<file path="src/rtl/event_packetizer.sv">
// Event packetizer: snapshots per-unit spike/event flags on a sample strobe,
// scans the units one per cycle and queues a timestamped packet per active unit.
module event_packetizer #(
    parameter int NUM_UNITS  = 4,
    parameter int UID_WIDTH  = 2,
    parameter int TS_WIDTH   = 16,
    parameter int FIFO_DEPTH = 16
) (
    input  logic                            clk,
    input  logic                            rst,
    input  logic [NUM_UNITS-1:0]            spike_detection_array,
    input  logic [2*NUM_UNITS-1:0]          event_out_array,
    input  logic                            sample_strobe,
    output logic [TS_WIDTH+UID_WIDTH+2:0]   pkt_data,
    output logic                            pkt_valid,
    input  logic                            pkt_ready,
    output logic                            busy,
    output logic                            overflow,
    output logic [7:0]                      drop_count
);

    localparam int PW = TS_WIDTH + UID_WIDTH + 3;
    localparam int AW = $clog2(FIFO_DEPTH);
    localparam int CW = AW + 1;
    localparam logic [UID_WIDTH-1:0] LAST = UID_WIDTH'(NUM_UNITS - 1);

    typedef enum logic {IDLE, SCAN} state_t;

    state_t                   state_q, state_d;
    logic [UID_WIDTH-1:0]     idx_q, idx_d;
    logic [TS_WIDTH-1:0]      ts_q, ts_d;
    logic [TS_WIDTH-1:0]      snap_ts_q, snap_ts_d;
    logic [NUM_UNITS-1:0]     snap_spk_q, snap_spk_d;
    logic [2*NUM_UNITS-1:0]   snap_evt_q, snap_evt_d;

    logic [PW-1:0]            mem_q [FIFO_DEPTH];
    logic [AW-1:0]            wr_q, wr_d;
    logic [AW-1:0]            rd_q, rd_d;
    logic [CW-1:0]            count_q, count_d;
    logic                     ovf_q, ovf_d;
    logic [7:0]               drop_q, drop_d;

    logic                     cur_spk;
    logic [1:0]               cur_code;
    logic                     push;
    logic                     strobe_drop;
    logic                     full;
    logic                     push_ok;
    logic                     push_drop;
    logic                     pop;
    logic [8:0]               drop_sum;
    logic [PW-1:0]            push_data;

    assign cur_spk   = snap_spk_q[idx_q];
    assign cur_code  = snap_evt_q[{idx_q, 1'b0} +: 2];
    assign push_data = {snap_ts_q, idx_q, cur_spk, cur_code};

    always_comb begin
        state_d     = state_q;
        idx_d       = idx_q;
        ts_d        = ts_q;
        snap_ts_d   = snap_ts_q;
        snap_spk_d  = snap_spk_q;
        snap_evt_d  = snap_evt_q;
        push        = 1'b0;
        strobe_drop = 1'b0;
        unique case (state_q)
            IDLE: begin
                if (sample_strobe) begin
                    snap_spk_d = spike_detection_array;
                    snap_evt_d = event_out_array;
                    snap_ts_d  = ts_q;
                    ts_d       = ts_q + 1'b1;
                    idx_d      = '0;
                    state_d    = SCAN;
                end
            end
            SCAN: begin
                strobe_drop = sample_strobe;
                push        = cur_spk | (|cur_code);
                if (idx_q == LAST) begin
                    state_d = IDLE;
                end else begin
                    idx_d = idx_q + 1'b1;
                end
            end
            default: state_d = IDLE;
        endcase
    end

    // Full is judged on registered occupancy, so a same-edge pop never frees room
    assign full      = (count_q == CW'(FIFO_DEPTH));
    assign push_ok   = push & ~full;
    assign push_drop = push & full;
    assign pop       = (count_q != '0) & pkt_ready;

    always_comb begin
        wr_d     = wr_q;
        rd_d     = rd_q;
        count_d  = count_q + CW'(push_ok) - CW'(pop);
        ovf_d    = ovf_q | strobe_drop | push_drop;
        drop_sum = {1'b0, drop_q} + 9'(strobe_drop) + 9'(push_drop);
        drop_d   = drop_sum[8] ? 8'hFF : drop_sum[7:0];
        if (push_ok) wr_d = wr_q + 1'b1;
        if (pop)     rd_d = rd_q + 1'b1;
    end

    always_ff @(posedge clk or posedge rst) begin
        if (rst) begin
            state_q    <= IDLE;
            idx_q      <= '0;
            ts_q       <= '0;
            snap_ts_q  <= '0;
            snap_spk_q <= '0;
            snap_evt_q <= '0;
            wr_q       <= '0;
            rd_q       <= '0;
            count_q    <= '0;
            ovf_q      <= 1'b0;
            drop_q     <= '0;
        end else begin
            state_q    <= state_d;
            idx_q      <= idx_d;
            ts_q       <= ts_d;
            snap_ts_q  <= snap_ts_d;
            snap_spk_q <= snap_spk_d;
            snap_evt_q <= snap_evt_d;
            wr_q       <= wr_d;
            rd_q       <= rd_d;
            count_q    <= count_d;
            ovf_q      <= ovf_d;
            drop_q     <= drop_d;
        end
    end

    always_ff @(posedge clk) begin
        if (push_ok) mem_q[wr_q] <= push_data;
    end

    assign pkt_valid  = (count_q != '0);
    assign pkt_data   = pkt_valid ? mem_q[rd_q] : '0;
    assign busy       = (state_q == SCAN);
    assign overflow   = ovf_q;
    assign drop_count = drop_q;

endmodule

</file>
<file path="config.mk">
export PLATFORM = sky130hd
export DESIGN_NAME = event_packetizer
export DESIGN_NICKNAME = d
export VERILOG_FILES = /design/src/rtl/event_packetizer.sv
export SDC_FILE = /design/constraint.sdc
export NUM_CORES = 1
export LEC_CHECK = 0
export CELL_PAD_IN_SITES_DETAIL_PLACEMENT = 1
export CELL_PAD_IN_SITES_GLOBAL_PLACEMENT = 2
export CORE_MARGIN = 8
export CORE_UTILIZATION = 43
export DETAILED_ROUTE_END_ITERATION = 10
export HOLD_SLACK_MARGIN = 0.15
export PLACE_DENSITY_LB_ADDON = 0.1
export SYNTH_ARGS = -nofsm -noshare
export SYNTH_HDL_FRONTEND = slang
export SYNTH_SLANG_ARGS = --single-unit
export TNS_END_PERCENT = 50
</file>
<file path="constraint.sdc">
create_clock -name clk -period 3.5 [get_ports clk]
set_input_delay 0.35 -clock clk [delete_from_list [all_inputs] [get_ports clk]]
set_output_delay 0.35 -clock clk [all_outputs]
set_load 0.005 [all_outputs]
</file>
==> run_results.csv <==
group,metric,value,unit
route,route.detailed.drc,0,
timing,setup_violations,0,
timing,report.final.slew_viol_count,0,
timing,worst_slew_pin_slew,0.8930,ns
critical_path,cp.arrival,2.97,ns
grt,grt_max_degree,39,
clock_tree,clk_pin_slew,0.06,ns
pwr,peakVddDrop,0.4847,mV
critical_path,critical_path_class,"reg -> out",
critical_path,endpoint_kind,"output pin",
placement,dp_hpwl,22.78,mm
grt,antenna_found_initial,0,
synth,ys_ff_latch,405,
grt,grt_overflow,0,
clock_tree,clock-sinks,405,
timing,fin_crit,3.321,ns
clock_tree,numCtsBuffers,44,
clock_tree,cts_tree,"yes",
clock_tree,cts_buffer_depth,3,
route,finalWirelength,38.03,mm
pwr,p_clk_share,25.9,%
synth,synth_flop_cell,"edfxtp_1",
placement,post_dp_cell_area,17150,um2
clock_tree,h-tree-depth,2,
synth,synthesis.nets,866,
final_layout,final_core_util,50.74,%
synth,synth.distinct_cells,39,
critical_path,rr_startpoint,"idx_q[0]",
grt,track_usage,17.79,%
synth,synth_top_area_share,63.59,%
critical_path,cp.required,3.15,ns
pwr,power_per_cell_area,907.5,nW/um2
pwr,p_sw,5.282,mW
clock_tree,cts_repair_resize_count,0,
clock_tree,clock_latency,0.54,ns
timing,rsz0062_at_grt,"no",
synth,ys_warn_count,0,
floorplanning,core_area,36520,um2
job,cap_viol_max_count,0,
timing,maxSlewHeadroom,40.15,%
synth,synth_seq_area_share,74.47,%
timing,finClkSkew,0.01376,ns
hold_path,hold_path.class,"in -> async",
final_layout,diodes,0,
placement,place_congestion,0.7342,
critical_path,crit_path_start_kind,"flip-flop",
pwr,total_power,16.82,mW
route,via_count,7914,
floorplanning,die_area,43310,um2
final_layout,final_layout_size_suffix_gt1_share,22.13,%
synth,synthTopCellsByArea,"edfxtp_1, mux4_2, dfrtp_1, mux2i_1, nand2_1",
critical_path,cp_max_fo,17,
route,vias_per_cell,5.550,
timing,hold_ws,0.3137,ns
placement,portBuffers,47,
floorplanning,row_count,70,
floorplanning,io_pins,48,
timing,hold_viol,0,
final_layout,finalInstanceArea,18530,um2
placement,placedCellCount,1344,
final_layout,nets,956,
synth,synth_area,15870,um2
clock_tree,clock-root-buffer,"clkbuf_16",
floorplanning,initial_core_util,43.45,%
floorplanning,dieWidth,208.1,um
synth,async_flop_share,17.04,%
grt,grt_pass1_vias,8808,
grt,grt_pass1_wl,57.46,mm
pwr,leakagePower,6.536,nW
critical_path,r2r_cells,12,
placement,pre_cts_ws,0.5021,ns
pwr,intPower,11.54,mW
synth,yosysTopAreaCell,"edfxtp_1",
pwr,p_seq_share,43.0,%
synth,synthesis.instances,834,
synth,syn_area_per_cell,19.03,um2
timing,setup_ws,0.1793,ns
final_layout,syn2layout_area_growth,16.80,%
critical_path,r2r-end,"count_q[4]",
synth,synth-edff-count,336,
timing,max_freq,301.1,MHz
route,ant_nets,0,
pwr,switching_share,31.41,%
final_layout,final_cells,1426,
run_status,status,"finished clean",
floorplanning,die_h,208.1,um
route,wl_per_cell,26.67,um
critical_path,reg2reg_setup_slack,0.54,ns
route,drt-pass1-iter-count,5,
route,drtIter0Drc,531,
timing,fin_tns_setup,0,ns
timing,period_share,94.88,%
pwr,combPwrFrac,31.1,%
[metal layers]
layer	wire length, um	global-route usage, %	up-vias
met5	0	0	-
met4	771	4.674	0
met3	1702	2.871	58
met2	19120	30.47	180
met1	16430	23.47	4239
li1	-	-	3437
[cell usage after synthesis (all sizes together), types with 3 or more instances]
master	number
a21oi	3
buf	20
clkbuf	19
dfrtp	69
edfxtp	336
ha	14
inv	16
mux2	4
mux2i	42
mux4	87
nand2	101
nand2b	5
nand3	12
nand4	7
nor2	23
nor2b	3
nor3	5
o21ai	3
o22ai	21
xnor2	19
xor2	9
[placed cells by master (no fill, tap or decap), types with 3 or more instances in the layout]
cell type        netlist  routed
nand4_1                7       7
clkinv_2               0      10
clkbuf_1              19      12
mux4_2                86      86
nor2_2                 0      12
buf_4                  1      28
ha_1                  14      14
clkinv_1               0       8
xor2_1                 9       9
clkbuf_16              0      45
clkdlybuf4s50_1        0      47
nand2_1              100     100
buf_12                 0       7
edfxtp_1             336     336
nor2_1                23      11
mux2_2                 3       3
nand3_1               11      11
o22ai_1               21      21
inv_1                 16      15
nor3_2                 0       4
o21ai_0                3       3
a21oi_1                3       3
dfrtp_1               69      66
mux2i_1               42      42
xnor2_1               19      19
nand2b_1               5       5
[logic make-up after synthesis]
family	Yosys count	synth area share [%]
buffers and inverters	55	1.411
adder cells (fa/ha/maj)	16	1.356
AND/OR/NAND/NOR	166	4.613
AO/OA/AOI/OAI	31	1.277
multiplexers	133	15.33
XOR/XNOR	28	1.546
flip-flops	405	74.47
[flip-flops by register name, indices dropped and copies added, names as in the netlist, 5 cells and up]
name        flops
mem_q         336
snap_ts_q      16
ts_q           16
drop_count      8
snap_evt_q      8
count_q         5
[power groups by stage]
stage	Sequential, mW	Combinational [mW]	Clock [mW]
2_1_floorplan	6.91	3.28	0
5_1_grt	7.34	5.69	4.61
3_5_place_dp	7.42	5.20	0
3_3_place_gp	7.33	5.08	0
4_1_cts	7.25	5.38	4.45
6_report	7.23	5.23	4.35
[cell type report]
cell class	instances	area, um2
Inverter	16	60.06
Clock buffer	59	1199
Timing Repair Buffer	83	835.8
Multi-Input combinational cell	374	3880
Fill cell	3324	17990
Sequential cell	405	11830
Tap cell	468	585.6
Clock inverter	21	147.6
[worst max-delay path by stage]
| stage | from | endpoint | slack, ns | cells past startpoint |
|---|---|---|---|---|
| 6_report | rd_q[0] | pkt_data[3] | 0.18 | 5 |
| 5_1_grt | rd_q[0] | pkt_data[3] | 0.04 | 5 |
| 4_1_cts | rd_q[0] | pkt_data[3] | 0.06 | 5 |
| 3_5_place_dp | rd_q[0] | pkt_data[3] | 0.50 | 5 |
| 3_3_place_gp | rd_q[0] | pkt_data[3] | 0.53 | 5 |
| 2_1_floorplan | idx_q[0] | mem_q[0][0] | 0.07 | 4 |
[what timing repair did]
action | 4_1_cts | 5_1_grt
hold buffers | 0 | 0
endpoints found under the hold margin | 0 | 0
setup endpoints to repair | 8 | 0
buffers inserted | 2 | 0
[worst max-delay path, stage by stage, from the launching register on]
cell and delay [ns]:
dfrtp_4 0.66, buf_12 0.25, mux4_2 0.51, mux2i_1 0.33, o22ai_1 0.18, clkdlybuf4s50_1 0.49
No activity file was read; power rests on OpenSTA's default activity.
